`src/rtl/reg_scoreboard.sv`:
```
// ---------------------------------------------------------------------------
// reg_scoreboard
//
// Purpose:
//   Register-hazard scheduler for the issue stage. It tracks up to DEPTH
//   in-flight register writebacks. Each one is identified by a 6-bit
//   register index: a bank bit plus a 5-bit register number.
//   An issuing instruction is held back in three cases:
//     - one of its sources matches a pending writeback (RAW);
//     - its destination matches a pending writeback (WAW);
//     - it needs an entry and the table is full.
//   A writeback frees the lowest-numbered entry holding its index.
//
// Optional feature (compile-time macro SCOREBOARD_WB_BYPASS_EN):
//   Defined   - a writeback arriving in the same cycle masks the entry it
//               retires out of the hazard and full terms. A dependent
//               instruction can then issue in the writeback cycle.
//   Undefined - hazards use the registered valid bits only.
//
// Ports:
//   sys_clk        in   clock, rising edge
//   resetl         in   asynchronous active-low reset
//   flush          in   synchronous clear of every entry (abort)
//   iss_valid      in   issue request
//   iss_ready      out  issue accepted when iss_valid & iss_ready
//   iss_srca/_used in   source A index / takes part in the hazard check
//   iss_srcb/_used in   source B index / takes part in the hazard check
//   iss_dst/_used  in   destination index / allocates an entry, WAW-checked
//   wb_valid       in   writeback completing this cycle
//   wb_idx         in   register index being written back
//   wb_err         out  one-cycle pulse: the writeback matched no entry
//   full           out  every entry valid
//   pend_cnt       out  number of valid entries
//   stall_cnt      out  consecutive stall cycles, saturating
// ---------------------------------------------------------------------------
module reg_scoreboard #(
    parameter int DEPTH = 4,
    parameter int IDXW  = 6,
    parameter int SCW   = 8
) (
    input  logic            sys_clk,
    input  logic            resetl,
    input  logic            flush,
    input  logic            iss_valid,
    output logic            iss_ready,
    input  logic [IDXW-1:0] iss_srca,
    input  logic            iss_srca_used,
    input  logic [IDXW-1:0] iss_srcb,
    input  logic            iss_srcb_used,
    input  logic [IDXW-1:0] iss_dst,
    input  logic            iss_dst_used,
    input  logic            wb_valid,
    input  logic [IDXW-1:0] wb_idx,
    output logic            wb_err,
    output logic            full,
    output logic [3:0]      pend_cnt,
    output logic [SCW-1:0]  stall_cnt
);

    typedef enum logic [1:0] {
        ST_RUN   = 2'd0,
        ST_STALL = 2'd1,
        ST_FLUSH = 2'd2
    } state_e;

    state_e          state_q, state_d;
    logic [SCW-1:0]  stall_cnt_q, stall_cnt_d;
    logic            wb_err_q, wb_err_d;
    logic            full_q, full_d;
    logic [3:0]      pend_cnt_q, pend_cnt_d;

    logic [DEPTH-1:0] valid_q, valid_d;
    logic [IDXW-1:0]  idx_q [DEPTH];
    logic [IDXW-1:0]  idx_d [DEPTH];

    logic [DEPTH-1:0] match_wb;
    logic [DEPTH-1:0] match_srca;
    logic [DEPTH-1:0] match_srcb;
    logic [DEPTH-1:0] match_dst;
    logic [DEPTH-1:0] wb_sel;
    logic [DEPTH-1:0] wb_clr;
    logic [DEPTH-1:0] haz_valid;
    logic [DEPTH-1:0] alloc_sel;

    logic wb_live;
    logic wb_hit;
    logic hazard;
    logic full_term;
    logic ready_int;
    logic accept;
    logic alloc;

    // Isolate the lowest set bit (one-hot, or zero when the input is zero).
    function automatic logic [DEPTH-1:0] lowest_one(input logic [DEPTH-1:0] v);
        return v & (~v + DEPTH'(1));
    endfunction

    // -----------------------------------------------------------------------
    // Writeback lookup against the registered (pre-writeback) state
    // -----------------------------------------------------------------------
    generate
        for (genvar gi = 0; gi < DEPTH; gi++) begin : g_wb_match
            assign match_wb[gi] = valid_q[gi] & (idx_q[gi] == wb_idx);
        end
    endgenerate

    assign wb_sel = lowest_one(match_wb);
    assign wb_hit = |match_wb;

    // A writeback is dropped when an abort is requested this cycle.
    // It is also dropped while the abort cycle itself is in progress.
    assign wb_live = wb_valid & ~flush & (state_q != ST_FLUSH);
    assign wb_clr  = wb_live ? wb_sel : '0;

    // -----------------------------------------------------------------------
    // Hazard compare: every operand against every entry, all 6 bits equal
    // -----------------------------------------------------------------------
`ifdef SCOREBOARD_WB_BYPASS_EN
    // The entry retiring this cycle no longer blocks anything.
    assign haz_valid = valid_q & ~wb_clr;
`else
    assign haz_valid = valid_q;
`endif

    generate
        for (genvar gi = 0; gi < DEPTH; gi++) begin : g_haz_match
            assign match_srca[gi] = haz_valid[gi] & (idx_q[gi] == iss_srca);
            assign match_srcb[gi] = haz_valid[gi] & (idx_q[gi] == iss_srcb);
            assign match_dst[gi]  = haz_valid[gi] & (idx_q[gi] == iss_dst);
        end
    endgenerate

    assign hazard = (iss_srca_used & (|match_srca))
                  | (iss_srcb_used & (|match_srcb))
                  | (iss_dst_used  & (|match_dst));

    // Matches the registered full flag unless the bypass masks an entry.
    assign full_term = &haz_valid;

    // Issue is evaluated in both RUN and STALL; only the abort cycle blocks.
    assign ready_int = (state_q != ST_FLUSH) & ~flush & ~hazard
                     & ~(full_term & iss_dst_used);

    // Held low for as long as reset is asserted, even though the state
    // already reads as RUN with an empty table.
    assign iss_ready = resetl & ready_int;

    assign accept = iss_valid & iss_ready;
    assign alloc  = accept & iss_dst_used;

    // -----------------------------------------------------------------------
    // Allocation: lowest entry free in the pre-writeback state. An entry
    // retiring this cycle is still valid there, so it is never chosen.
    // -----------------------------------------------------------------------
`ifdef SCOREBOARD_WB_BYPASS_EN
    // With bypass, a full table can accept a destination in the same cycle
    // that one entry retires. No entry is free before the writeback then,
    // so the retiring slot is the only place the new index can go.
    assign alloc_sel = (|(~valid_q)) ? lowest_one(~valid_q) : wb_clr;
`else
    assign alloc_sel = lowest_one(~valid_q);
`endif

    // -----------------------------------------------------------------------
    // Entry next state
    // -----------------------------------------------------------------------
    always_comb begin
        valid_d = valid_q;
        if (flush) begin
            valid_d = '0;
        end else begin
            valid_d = valid_q & ~wb_clr;
            if (alloc) begin
                valid_d = valid_d | alloc_sel;
            end
        end
    end

    generate
        for (genvar gi = 0; gi < DEPTH; gi++) begin : g_idx_next
            assign idx_d[gi] = (alloc & alloc_sel[gi]) ? iss_dst : idx_q[gi];
        end
    endgenerate

    // Status flags come from the same next-state bits as the valid
    // registers, so they change on the same edge as the table itself.
    always_comb begin
        pend_cnt_d = '0;
        for (int i = 0; i < DEPTH; i++) begin
            pend_cnt_d = pend_cnt_d + {3'b000, valid_d[i]};
        end
    end

    assign full_d   = &valid_d;
    assign wb_err_d = wb_live & ~wb_hit;

    // -----------------------------------------------------------------------
    // Control FSM and stall counter
    // -----------------------------------------------------------------------
    always_comb begin
        state_d     = state_q;
        stall_cnt_d = stall_cnt_q;

        unique case (state_q)
            ST_RUN: begin
                if (flush) begin
                    state_d = ST_FLUSH;
                end else if (iss_valid & ~iss_ready) begin
                    state_d = ST_STALL;
                end
            end
            ST_STALL: begin
                if (flush) begin
                    state_d = ST_FLUSH;
                end else if (accept | ~iss_valid) begin
                    state_d = ST_RUN;
                end
            end
            ST_FLUSH: begin
                state_d = ST_RUN;
            end
            default: begin
                state_d = ST_RUN;
            end
        endcase

        // The counter advances once for each cycle spent in STALL that
        // ends still in STALL. Leaving STALL for RUN or FLUSH clears it.
        // So the first STALL cycle reads 0.
        if (state_d != ST_STALL) begin
            stall_cnt_d = '0;
        end else if ((state_q == ST_STALL) && (stall_cnt_q != {SCW{1'b1}})) begin
            stall_cnt_d = stall_cnt_q + SCW'(1);
        end
    end

    // -----------------------------------------------------------------------
    // Registers
    // -----------------------------------------------------------------------
    always_ff @(posedge sys_clk or negedge resetl) begin
        if (!resetl) begin
            state_q     <= ST_RUN;
            stall_cnt_q <= '0;
            wb_err_q    <= 1'b0;
            full_q      <= 1'b0;
            pend_cnt_q  <= '0;
            valid_q     <= '0;
        end else begin
            state_q     <= state_d;
            stall_cnt_q <= stall_cnt_d;
            wb_err_q    <= wb_err_d;
            full_q      <= full_d;
            pend_cnt_q  <= pend_cnt_d;
            valid_q     <= valid_d;
        end
    end

    generate
        for (genvar gi = 0; gi < DEPTH; gi++) begin : g_idx_reg
            always_ff @(posedge sys_clk or negedge resetl) begin
                if (!resetl) begin
                    idx_q[gi] <= '0;
                end else begin
                    idx_q[gi] <= idx_d[gi];
                end
            end
        end
    endgenerate

    assign wb_err    = wb_err_q;
    assign full      = full_q;
    assign pend_cnt  = pend_cnt_q;
    assign stall_cnt = stall_cnt_q;

endmodule
```
`config.mk`:
```
export PLATFORM = sky130hd
export DESIGN_NAME = reg_scoreboard
export DESIGN_NICKNAME = d
export VERILOG_FILES = /design/src/rtl/reg_scoreboard.sv
export SDC_FILE = /design/constraint.sdc
export NUM_CORES = 1
export LEC_CHECK = 0
export BUFFER_PORTS_ARGS = -buffer_cell sky130_fd_sc_hd__buf_4
export CELL_PAD_IN_SITES_DETAIL_PLACEMENT = 2
export CELL_PAD_IN_SITES_GLOBAL_PLACEMENT = 2
export CORE_ASPECT_RATIO = 0.6
export CORE_MARGIN = 2
export CORE_UTILIZATION = 40
export CTS_CLUSTER_DIAMETER = 30
export DETAILED_ROUTE_END_ITERATION = 16
export HOLD_SLACK_MARGIN = 0.03
export PLACE_DENSITY_LB_ADDON = 0.1
export SLEW_MARGIN = 20
export SYNTH_ARGS = -nofsm -noshare
export SYNTH_HDL_FRONTEND = slang
export SYNTH_SLANG_ARGS = --single-unit
```
`constraint.sdc`:
```
create_clock -name sys_clk -period 6.2 [get_ports sys_clk]
set_clock_uncertainty 0.1 [all_clocks]
set_input_delay 1.24 -clock sys_clk [delete_from_list [all_inputs] [get_ports sys_clk]]
set_output_delay 1.24 -clock sys_clk [all_outputs]
set_load 0.01 [all_outputs]
```
==> impl_metrics.tcl <==
set metrics [dict create \
    maxCapViolCount 0 \
    gp_congestion 0.928 \
    fmax_mhz 242 \
    ctsResizeCount 0 \
    worstPathRequired_ns 4.86 \
    drive_above_1_share 0.262 \
    whs_ns 0.411 \
    diodes 0 \
    synth.cell_area_um2 3190 \
    p_sw_frac 0.283 \
    synth_commonest_cells "xnor2_1 (53), xor2_1 (50), dfrtp_1 (43)" \
    grt_max_degree 45 \
    portBuffers 45 \
    power.clock.fraction 0.403 \
    yosys.area.top_type "dfrtp_1" \
    cts_tree "yes" \
    clk_path_buf_depth 2 \
    synth-seq-cells 43 \
    report.final.setup_viol 0 \
    dieArea_um2 8740 \
    synth_edf_count 0 \
    combPwrFrac 0.165 \
    grt_antenna_before_repair 0 \
    fin_crit_ns 4.14 \
    met3_length_um 539 \
    p_sw_mw 0.217 \
    path_clk_slew_ns 0.06 \
    post-synth-top-count-cell "xnor2_1" \
    path_class "input port to output pin" \
    post-route-util 0.462 \
    yosysWarnings 0 \
    clkLatencyLatePin_ns 0.29 \
    cp-start-kind "input port" \
    highest_layer "met4" \
    ios 47 \
    cts_max_level 2 \
    grt_pass1_wl_um 15200 \
    worstHoldPathType "register to register" \
    grt_setup_unrepaired "false" \
    drc 0 \
    crit_path_end_kind "output pin" \
    vdd_drop_max_mv 0.130 \
    tightest_slew_ns 0.642 \
    cts_setup_buffers 0 \
    layout_setup_ws_ns 2.06 \
    drt_iter0_drc 136 \
    drt-met1-wl_um 5010 \
    dp.final_hpwl_um 7620 \
    ctsRootBufferMaster "clkbuf_16" \
    viasPerCell 5.25 \
    cts_sinks 43 \
    wirelength_um 9910 \
    totalPowerFinal_mw 0.768 \
    cp_max_fo 8 \
    area_growth_pct 13.2 \
    routed-wl-met2_um 4260 \
    tns_ns 0 \
    synthDistinctLibCells 45 \
    synth_cells 314 \
    vias 2288 \
    leakagePower_nw 1.60 \
    drv_slew 0 \
    yosys_most_used_dff "dfrtp_1" \
    first_pass_iters 4 \
    wl_per_cell_um 22.7 \
    synth_nets 351 \
    fp.dieW_um 119 \
    ctsHoldBuffers 0 \
    cts-buffers-inserted 5 \
    grt_usage 0.239 \
    start_util 0.408 \
    grt_pass1_vias 2468 \
    pwr-share-seq 0.432 \
    num_rows 25 \
    yosys.area.top_type_share 0.337 \
    antenna_left 0 \
    syn_area_per_cell_um2 10.2 \
    p_per_area_nw_per_um2 212 \
    coreArea_um2 7820 \
    async_flop_share 1.00 \
    ys_top_cells_by_area "dfrtp_1 (34%), xnor2_1 (15%), xor2_1 (14%)" \
    p_int_mw 0.551 \
    worstPathArrival_ns 2.80 \
    status "finished, final reports clean" \
    min_period_over_period 0.667 \
    hold_viol 0 \
    overflow 0 \
    fin_nets 364 \
    relSlewSlack 0.572 \
    die_h_um 73.2 \
    pre_cts_ws_ns 1.82 \
    ys_seq_area_frac 0.337 \
]
-- kinds of logic (layout without fill, tap and decap cells) --
logic type / after synthesis / count (layout) / share of synthesized area
compound gates: 15 / 15 / 0.0392
fa+ha+maj: 5 / 5 / 0.0219
mux: 25 / 25 / 0.0948
flops: 43 / 43 / 0.337
other cells: 1 / 1 / 0.00117
simple gates: 73 / 73 / 0.141
xor+xnor: 103 / 103 / 0.282
buf+inv: 49 / 63 / 0.0823
-- cells in the final DEF (no fill, tap or decap), drive strengths merged, types with 2 or more instances in the layout --
master,synthesis,routed
buf,28,45
and2,2,2
a21oi,3,3
clkbuf,11,5
mux2,24,24
inv,10,11
o41ai,2,2
nand4,17,17
nand3,5,5
or4,4,4
nand2,8,8
nor2,13,13
ha,4,4
dfrtp,43,43
nor2b,2,2
xor2,50,50
and3,3,3
xnor2,53,53
o21ai,3,3
nand2b,2,2
nor4,10,10
-- worst max-delay path, stage by stage --
cell	delay, ns
buf_4	0.16
xnor2_1	0.15
nand4_1	0.14
nor4_1	0.09
a2111oi_2	0.39
nor2b_1	0.09
nand4bb_4	0.28
inv_4	0.13
buf_4	0.13
-- routing by layer --
layer	vias to the layer above	global-route usage
met3	8	0.0500
met5	-	0
met1	1162	0.362
li1	1064	-
met4	0	0.0444
met2	54	0.354
-- power by group through the flow --
stage	Clock [mW]	Sequential, mW	Combinational, mW
detailed placement	0	0.336	0.127
CTS	0.318	0.330	0.128
finish	0.310	0.331	0.127
floorplan	0	0.302	0.111
global placement	0	0.335	0.122
global route	0.329	0.332	0.139
-- final timing paths --
check | from | slack [ns] | depth (start not counted) | end
max reg2reg | idx_q[4] | 2.62 | 13 | pend_cnt[1]
min reg2reg | state_q[1] | 0.41 | 1 | state_q[1]
min in group asynchronous | resetl | 0.83 | 1 | idx_q[19]
max | iss_dst[5] | 2.06 | 9 | iss_ready
max in group asynchronous | resetl | 4.78 | 1 | haz_valid[3]
min | state_q[1] | 0.41 | 1 | state_q[1]
-- per-stage QoR --
| step | cells | area, µm² |
|---|---|---|
| after floorplan | 314 | 3190 |
| after global placement | 428 | 3440 |
| after detailed placement | 428 | 3440 |
| after CTS | 436 | 3620 |
| after global routing | 436 | 3620 |
| final | 436 | 3620 |
-- flip-flops by register name (all words and copies together) (netlist names) --
name,flops
idx_q,24
stall_cnt,8
haz_valid,4
pend_cnt,3
state_q,2
full,1
wb_err,1
-- cell type report --
| cell class | instances | area, µm² |
|---|---|---|
| Fill cell | 824 | 4200 |
| Multi-Input combinational cell | 222 | 1860 |
| Sequential cell | 43 | 1080 |
| Timing Repair Buffer | 45 | 338 |
| Tap cell | 108 | 135 |
| Clock buffer | 5 | 125 |
| Clock inverter | 3 | 46.3 |
| Inverter | 10 | 40.0 |
(Power assumes the default switching activity.)
